`src/rtl/seg7_scan_driver.sv`:
```
// seg7_scan_driver: time-multiplexed multi-digit common-anode 7-segment driver with frame-synchronous value update
module seg7_scan_driver #(
   parameter int DIGITS      = 4,
   parameter int REFRESH_DIV = 50000
) (
   input  logic                  clk,
   input  logic                  rst,
   input  logic                  en,
   input  logic                  load,
   input  logic [4*DIGITS-1:0]   value,
   input  logic [DIGITS-1:0]     dp_in,
   input  logic                  lz_blank,
   output logic [6:0]            seg,
   output logic                  dp,
   output logic [DIGITS-1:0]     an,
   output logic                  frame
);
   localparam int PW = $clog2(REFRESH_DIV);
   localparam int IW = $clog2(DIGITS);
   logic [PW-1:0]       r_pcnt;
   logic [IW-1:0]       r_idx;
   logic [4*DIGITS-1:0] r_shadow_val, r_disp_val;
   logic [DIGITS-1:0]   r_shadow_dp, r_disp_dp, w_blank;
   logic                r_pend, w_tick, w_wrap, w_hi_zero;
   logic [3:0]          w_nib;
   logic [6:0]          w_seg_on;
   assign w_tick = en && (r_pcnt == PW'(REFRESH_DIV - 1));
   assign w_wrap = w_tick && (r_idx == IW'(DIGITS - 1));
   assign w_nib  = r_disp_val[4*r_idx +: 4];
   // Blank mask: walk down from the top digit while nibbles stay zero; digit 0 is never blanked
   always_comb begin
      w_hi_zero = 1'b1;
      w_blank   = '0;
      for (int k = DIGITS - 1; k > 0; k--) begin
         w_hi_zero  = w_hi_zero && (r_disp_val[4*k +: 4] == 4'h0);
         w_blank[k] = w_hi_zero;
      end
   end
   // Active-high segment set {g,f,e,d,c,b,a} for the selected nibble
   always_comb begin
      case (w_nib)
         4'h0:    w_seg_on = 7'h3F;
         4'h1:    w_seg_on = 7'h06;
         4'h2:    w_seg_on = 7'h5B;
         4'h3:    w_seg_on = 7'h4F;
         4'h4:    w_seg_on = 7'h66;
         4'h5:    w_seg_on = 7'h6D;
         4'h6:    w_seg_on = 7'h7D;
         4'h7:    w_seg_on = 7'h07;
         4'h8:    w_seg_on = 7'h7F;
         4'h9:    w_seg_on = 7'h6F;
         4'hA:    w_seg_on = 7'h77;
         4'hB:    w_seg_on = 7'h7C;
         4'hC:    w_seg_on = 7'h39;
         4'hD:    w_seg_on = 7'h5E;
         4'hE:    w_seg_on = 7'h79;
         default: w_seg_on = 7'h71;
      endcase
   end
   // Refresh prescaler and digit index; both hold while disabled
   always_ff @(posedge clk or posedge rst) begin
      if (rst) begin
         r_pcnt <= '0;
         r_idx  <= '0;
      end else if (en) begin
         r_pcnt <= w_tick ? '0 : r_pcnt + 1'b1;
         r_idx  <= w_wrap ? '0 : (w_tick ? r_idx + 1'b1 : r_idx);
      end
   end
   // Double buffer: loads park in the shadow until the frame boundary; a load on the boundary goes straight to display
   always_ff @(posedge clk or posedge rst) begin
      if (rst) begin
         r_shadow_val <= '0;
         r_shadow_dp  <= '0;
         r_disp_val   <= '0;
         r_disp_dp    <= '0;
         r_pend       <= 1'b0;
      end else begin
         if (load) begin
            r_shadow_val <= value;
            r_shadow_dp  <= dp_in;
         end
         if (w_wrap && load) begin
            r_disp_val <= value;
            r_disp_dp  <= dp_in;
         end else if (w_wrap && r_pend) begin
            r_disp_val <= r_shadow_val;
            r_disp_dp  <= r_shadow_dp;
         end
         r_pend <= w_wrap ? 1'b0 : (r_pend || load);
      end
   end
   // Registered pin drive from the pre-edge scan state; anodes stay dark while pcnt is 0 to avoid ghosting
   always_ff @(posedge clk or posedge rst) begin
      if (rst) begin
         seg   <= 7'h7F;
         dp    <= 1'b1;
         an    <= '1;
         frame <= 1'b0;
      end else begin
         seg   <= (lz_blank && w_blank[r_idx]) ? 7'h7F : ~w_seg_on;
         dp    <= ~r_disp_dp[r_idx];
         an    <= (en && r_pcnt != '0) ? ~(DIGITS'(1) << r_idx) : '1;
         frame <= w_wrap;
      end
   end
endmodule

```
`config.mk`:
```
export PLATFORM = sky130hd
export DESIGN_NAME = seg7_scan_driver
export DESIGN_NICKNAME = d
export VERILOG_FILES = /design/src/rtl/seg7_scan_driver.sv
export SDC_FILE = /design/constraint.sdc
export NUM_CORES = 1
export LEC_CHECK = 0
export CORE_MARGIN = 4
export CORE_UTILIZATION = 56
export CTS_BUF_LIST = sky130_fd_sc_hd__clkbuf_16
export DETAILED_ROUTE_END_ITERATION = 6
export PLACE_DENSITY = 0.79
export SYNTH_ARGS = -nofsm -noshare
export SYNTH_HDL_FRONTEND = slang
export SYNTH_SLANG_ARGS = --single-unit
```
`constraint.sdc`:
```
create_clock -name clk -period 2.4 [get_ports clk]
set_clock_uncertainty 0.1 [all_clocks]
set_input_delay 0.24 -clock clk [delete_from_list [all_inputs] [get_ports clk]]
set_output_delay 0.24 -clock clk [all_outputs]
set_load 0.03 [all_outputs]
```
==> results of run 1 <==
==> metal layers <==
layer,track usage,vias to the layer above
li1,-,1055
met1,0.237,1103
met2,0.323,45
met3,0.0548,10
met4,0.0820,0
met5,0,-
==> layout by cell type (no fill, tap or decap), types with 2 or more instances in the layout <==
| master | count |
|---|---|
| nand3_1 | 7 |
| clkinv_1 | 3 |
| mux2_2 | 26 |
| nor4_4 | 2 |
| mux4_2 | 3 |
| inv_1 | 14 |
| o221ai_1 | 6 |
| dfrtp_1 | 60 |
| mux2i_1 | 9 |
| o211ai_1 | 2 |
| clkdlybuf4s50_1 | 37 |
| a21oi_1 | 6 |
| xor2_1 | 7 |
| buf_4 | 8 |
| mux2_1 | 2 |
| ha_1 | 12 |
| nor2_1 | 18 |
| nand4_1 | 2 |
| clkinv_2 | 2 |
| nand2_1 | 14 |
| xnor2_1 | 7 |
| mux2_4 | 10 |
| o311ai_0 | 3 |
| nor3_1 | 4 |
| o21ai_0 | 12 |
| buf_12 | 2 |
| nor4_1 | 6 |
| dfstp_2 | 12 |
| clkinvlp_4 | 2 |
| clkbuf_16 | 9 |
==> worst reg2reg max path, cell delays in order, from the launching register on <==
cell and delay, ns:
dfrtp_1 0.47, mux4_2 0.62, inv_1 0.14, ha_1 0.31
mux2i_1 0.11, a21oi_1 0.15, a21oi_1 0.07, o21ai_0 0.16
==> through the flow <==
stage | cells | total power, W | hold WS (ns) | setup slack (ns)
global route | 398 | 0.00304 | 0.264 | 0.0406
floorplan | 267 | 0.00155 | 0.236 | 0.255
CTS | 398 | 0.00295 | 0.232 | 0.168
detailed placement | 382 | 0.00166 | 0.385 | 0.196
global placement | 382 | 0.00165 | 0.377 | 0.183
finish | 398 | 0.00292 | 0.210 | 0.189
==> report_power, final <==
part	internal, W	leakage [nW]	switching, W
registers	0.00130	0.872	0.0000692
clock network	0.000792	0.136	0.000485
logic	0.000136	0.891	0.000144
==> worst paths after layout <==
path,startpoint,to,slack [ns]
min reg2reg,r_shadow_val[5],r_shadow_val[5],0.40
min in group clk,r_shadow_val[5],r_shadow_val[5],0.40
max reg2reg,r_idx[0],seg[0],0.19
min,rst,r_pcnt[13],0.21
max in group asynchronous,rst,an[1],1.65
max,r_idx[0],seg[0],0.19
==> sequential cells by signal, summed over array words and instances (netlist names) <==
| register | count |
|---|---|
| r_disp_val | 16 |
| r_pcnt | 16 |
| r_shadow_val | 16 |
| seg | 7 |
| an | 4 |
| r_disp_dp | 4 |
| r_shadow_dp | 4 |
| r_idx | 2 |
| dp | 1 |
| frame | 1 |
| r_pend | 1 |
==> cell type report <==
class,instances,area share
clock inverters,7,0.0149
repair buffers,47,0.112
multi-input cells,172,0.349
flip-flops and latches,72,0.433
well taps,75,0.0224
inverters,16,0.0143
clock buffers,9,0.0537
==> cells by family after synthesis <==
kind of cell | count (synthesis)
compound gates | 32
xor+xnor | 14
fa+ha+maj | 12
buf+inv | 23
flops | 72
mux | 50
simple gates | 64
==> results.md, run 1 <==
* Max-cap check violation count at 0
* ANT cells at 0
* DR pass1 iterations at 4
* Crit Path Max Fanout at 7
* Gates resized, CTS repair at 0
* Leading area contributor after synthesis: dfrtp_1
* Nets at 355
* Synth Register Bits at 72
* Core Box Area at 0.00589 mm2
* RSZ-0062 raised after global routing: false
* Synth Warn # at 0
* Worst r2r path cells at 7
* Worst IR drop on VDD at 0.543 mV
* PortBufs at 37
* Vias per inst at 5.56
* CP Cell Sequence: mux4_2, inv_1, ha_1, mux2i_1, a21oi_1, a21oi_1, o21ai_0
* Row cnt at 28
* Most common flop cell mapped by yosys: dfrtp_1
* Synthesized Nets at 304
* First-pass GRT wire length at 10900 um
* Final hold vios at 0
* Total Wirelength at 6590 um
* CP delay by family, top: multiplexers
* CP max stage cell: mux4_2
* Post-synth EDFFs at 0
* Die area at 0.00737 mm2
* Adder-cell share of the synthesized area at 0.0442
* PwrDens at 698 mW/mm2
* WS Path Type: register to register
* Area contributors post-synth: dfrtp_1, dfstp_2, mux2_2
* CTS Buf Count at 9
* Largest family of logic cells by synthesized area: multiplexers
* Post-synthesis mux area share at 0.184
* FMAX at 452 MHz
* Compound-cell area share of the yosys netlist at 0.0605
* Total track usage at 0.194
* Crit path launch type: register
* Met2 WL at 3370 um
* Synth unique cells at 43
* Detailed placement HPWL at 4430 um
* Post-Synth XOR/XNOR Area at 0.0361
* Setup crit end kind: register
* Buf/Inv on CP at 1
* DRC Markers at 0
* Dpl cell area at 0.00390 mm2
* Clock buffer depth at 2
* Post-route cell area at 0.00419 mm2
* Share of async-settable or async-resettable flops after synthesis at 1.00
* Number of global-route vias before repair at 2384
* Clk sinks at 72
* H-tree depth at 3
* Initial DRC count at 66
* Setup tns final at 0 ns
* CTS tree: yes
* Clock slew at reported path FFs at 0.06 ns
* Hold crit path type: input port to asynchronous set/reset pin
* Total area of sequential cells at 0.00182 mm2
* Final core occ at 0.712
* Post-synth top area share at 0.442
* Syn Std Cell Area at 0.00339 mm2
* Highest routed layer: met4
* Placer Congestion at 0.873
* Post-synthesis cell count at 267
* Initial antenna violation count at 0
* Hold buffer count at cts at 0
* DR vias at 2213
* WP data arrival at 2.36 ns
* WL/cell at 16.6 um
* Die width at 85.8 um
* Clk_lat worst skew at 0.33 ns
* Worst slew pin tran at 0.501 ns
* Initial Utilization at 0.577
* Period utilisation layout at 0.921
* CP Depth at 7
* Most common cell in the netlist: dfrtp_1
* Die H at 85.8 um
* Mapped Avg Cell Area at 12.7 um2
* Status: complete, no violations
* Max stage delay on crit path at 0.62 ns
* Pin count of the biggest net entering global routing at 73
* Post-CTS Setup Bufs at 0
* Clock Tree Root: clkbuf_16
* Met3 WL post-DR at 266 um
* Post-synth top cells: dfrtp_1, mux2_2, nor2_1, inv_1, nand2_1
* Setup-failing EPs final at 0
* Multi-input gate area at 0.00146 mm2
* Slew margin rel. at 0.656
* # fillers at 419
* Post-layout min period at 2.21 ns
* Max Slew Vio Count at 0
* Layout cell share with drive strength beyond 1 at 0.257
* Remaining global-route overflow at 0
* Most frequent CP cell: a21oi_1
* Final ANT Viol Nets at 0
* Critical Path RT at 2.55 ns
* Simple logic cell fraction of the synthesized area at 0.107
* Met1 Wirelength at 2870 um
* Syn-to-layout area delta at 23.5%
* Post-synthesis sequential area ratio at 0.535
* Static leakage at 1.90 nW
* IO Pins at 38
(Power assumes the default switching activity.)
==> run 2: changes to the inputs <==
Settings changed: ABC_AREA from default to 1, CORE_UTILIZATION 56 to 57, PLACE_DENSITY 0.79 to 0.8.
==> run 2 against run 1 <==
Final cell count up 45%. Clock power about the same. Die area grew 5.9%. Non-clock buffer count is 6 lower. Core utilization is 1.5 points lower. Global-route usage grew 0.92 points. Worst hold slack improved by 0.0057 ns. Synthesized area is 8.4% higher. Final area increased by 5.0%. Routed wire length increased by 9.3%. Flip-flop and latch count did not move. Largest cell class unchanged. Largest power group unchanged.
==> results.md, run 2 <==
* Reg2reg setup slack at 0.27 ns
* RSZ-0062 raised after global routing: false
* Crit Path Max Fanout at 17
* Syn-to-layout area delta at 19.7%
* Die area at 0.00780 mm2
* WS Path Type: register to register
* Worst r2r path cells at 9
* Sw Share at 0.265
* Most common flop cell mapped by yosys: dfrtp_1
* Final ANT Viol Nets at 0
* Combinational power share at 0.119
* Critical Path RT at 2.57 ns
* Pwr Total at 0.00307 W
* Commonest non-fill, non-tap cell in the layout: nand2_1
* Core Box Area at 0.00631 mm2
* Hold buffer count at cts at 0
* DR vias at 2942
* Synth Register Bits at 72
* Row cnt at 29
* # fillers at 509
* Post-synthesis sequential area ratio at 0.494
* Compound-cell area share of the yosys netlist at 0.0766
* Remaining global-route overflow at 0
* Total area of sequential cells at 0.00182 mm2
* IO Pins at 38
* Clock Tree Root: clkbuf_16
* WL/cell at 12.5 um
* Post-synth top area share at 0.408
* Synth Warn # at 0
* Slew margin rel. at 0.543
* ANT cells at 0
* Post-synth EDFFs at 0
* Post-Synth XOR/XNOR Area at 0.0119
* Pin count of the biggest net entering global routing at 73
* Biggest regs: r_disp_val x16, r_pcnt x16, r_shadow_val x16
* PwrDens at 697 mW/mm2
* Reg power frac at 0.456
* Status: complete, no violations
* Gates resized, CTS repair at 0
* Die width at 88.3 um
* Post-CTS Setup Bufs at 0
* Clock network power share at 0.425
* DRC Markers at 0
* Vias per inst at 5.10
* Post-layout min period at 2.13 ns
* Nets at 532
* PortBufs at 37
* Placer Congestion at 0.912
* Setup tns final at 0 ns
* Setup-failing EPs final at 0
* Number of global-route vias before repair at 2809
* FMAX at 469 MHz
* H-tree depth at 3
* Multi-input gate area at 0.00151 mm2
* Switching power at 0.000814 W
* Max Slew Vio Count at 0
* Clock slew at reported path FFs at 0.06 ns
* Initial antenna violation count at 0
* Synthesized Nets at 491
* Worst IR drop on VDD at 0.501 mV
* CTS tree: yes
* Initial DRC count at 160
* Initial Utilization at 0.582
* WP data arrival at 2.30 ns
* Final hold vios at 0
* P_int at 0.00225 W
* Post-synthesis cell count at 454
* Total track usage at 0.203
* WHS at 0.215 ns
* Worst slew pin tran at 0.684 ns
* Simple logic cell fraction of the synthesized area at 0.281
* Post-synth top cells: nand2_1, inv_1, dfrtp_1, nor2_1, nand3_1
* Total Wirelength at 7210 um
* Static leakage at 2.18 nW
* DR pass1 iterations at 7
* Share of async-settable or async-resettable flops after synthesis at 1.00
* Leading area contributor after synthesis: dfrtp_1
* CTS Buf Count at 9
* Most common cell in the netlist: nand2_1
* Syn Std Cell Area at 0.00368 mm2
* Die H at 88.3 um
* Critical R2R Launch: r_idx[0]
* Worst R2R End: seg[0]
* Crit path launch type: register
* Commonest non-fill, non-tap cells in the layout: nand2_1, inv_1, dfrtp_1, clkdlybuf4s50_1, nor2_1
* Synth unique cells at 34
* Adder-cell share of the synthesized area at 0.0408
* Max-cap check violation count at 0
* Detailed placement HPWL at 5150 um
* Layout cell share with drive strength beyond 1 at 0.124
* Period utilisation layout at 0.888
* Hold crit path type: input port to asynchronous set/reset pin
* Clock buffer depth at 2
* First-pass GRT wire length at 12400 um
* Setup crit end kind: register
* Post-synthesis mux area share at 0
* Largest family of logic cells by synthesized area: simple AND/OR/NAND/NOR gates
* Area contributors post-synth: dfrtp_1, nand2_1, dfstp_2
* Clk sinks at 72
* Clk_lat worst skew at 0.33 ns
* Mapped Avg Cell Area at 8.10 um2
[run 2: cell count changes after synthesis, sizes merged, moves of 4 or more]
cell    before  now
nand2       15  144
inv         15   72
mux2        38    0
nand3        7   29
nor2        18   40
o21ai       12   30
mux2i        9    0
a21oi        6   13
o221ai       6    0
nor3         4    9
nor4         8    3
xor2         7    2
xnor2        7    3
[run 2: cell families (layout without fill, tap and decap cells)]
group | Yosys count | count (layout)
XOR/XNOR | 5 | 5
AND/OR/NAND/NOR | 234 | 234
flip-flops | 72 | 72
AO/OA/AOI/OAI | 48 | 48
buffers and inverters | 83 | 129
adder cells (fa/ha/maj) | 12 | 12
[run 2: worst max-delay path: stages (launching register included)]
cell,delay (ns)
dfrtp_1,0.65
inv_2,0.20
o211ai_1,0.25
o21ai_2,0.13
inv_1,0.14
ha_1,0.22
inv_1,0.08
o21ai_0,0.17
nand2_1,0.07
nand3_1,0.08
[run 2: stage by stage]
| step | utilization | worst slack, ns | std cells | cell area (um2) |
|---|---|---|---|---|
| global placement | 0.650 | 0.395 | 561 | 4100 |
| global route | 0.697 | 0.0386 | 577 | 4400 |
| detailed placement | 0.650 | 0.300 | 561 | 4100 |
| finish | 0.697 | 0.268 | 577 | 4400 |
| floorplan | - | 0.255 | 454 | 3680 |
| CTS | 0.697 | 0.275 | 577 | 4400 |
[run 2: area by class of cell]
class | instances | share of cell area
clock buffer | 9 | 0.0512
multi-input combinational | 299 | 0.342
timing repair buffer | 41 | 0.0938
tap | 77 | 0.0219
clock inverter | 7 | 0.0168
inverter | 72 | 0.0614
sequential | 72 | 0.413
[run 2: metal layers]
| metal | wire (um) | vias to the layer above | global-route usage |
|---|---|---|---|
| li1 | - | 1500 | - |
| met4 | 129 | 0 | 0.0714 |
| met3 | 402 | 16 | 0.0605 |
| met2 | 3430 | 93 | 0.331 |
| met5 | 0 | - | 0 |
| met1 | 3250 | 1333 | 0.259 |
[run 2: worst max-delay path by stage]
stage	from	end	slack, ns	cells after the start
6_report	r_idx[0]	seg[0]	0.27	9
5_1_grt	r_idx[0]	seg[0]	0.04	10
4_1_cts	r_idx[0]	seg[0]	0.28	9
3_5_place_dp	r_idx[0]	seg[0]	0.30	9
3_3_place_gp	r_idx[0]	seg[0]	0.39	9
2_1_floorplan	rst	frame	0.25	1
[run 2: power by group through the flow]
stage | logic [W] | clock network [W] | registers (W)
2_1_floorplan | 0.000262 | 0 | 0.00140
3_3_place_gp | 0.000352 | 0 | 0.00141
3_5_place_dp | 0.000363 | 0 | 0.00141
4_1_cts | 0.000366 | 0.00133 | 0.00140
5_1_grt | 0.000421 | 0.00139 | 0.00141
6_report | 0.000364 | 0.00130 | 0.00140
==> run 3: changes to the inputs <==
Settings changed: CAP_MARGIN from default to 10.
==> results of run 3 <==
No change in the layout: final DEF, timing and power equal those of run 2.
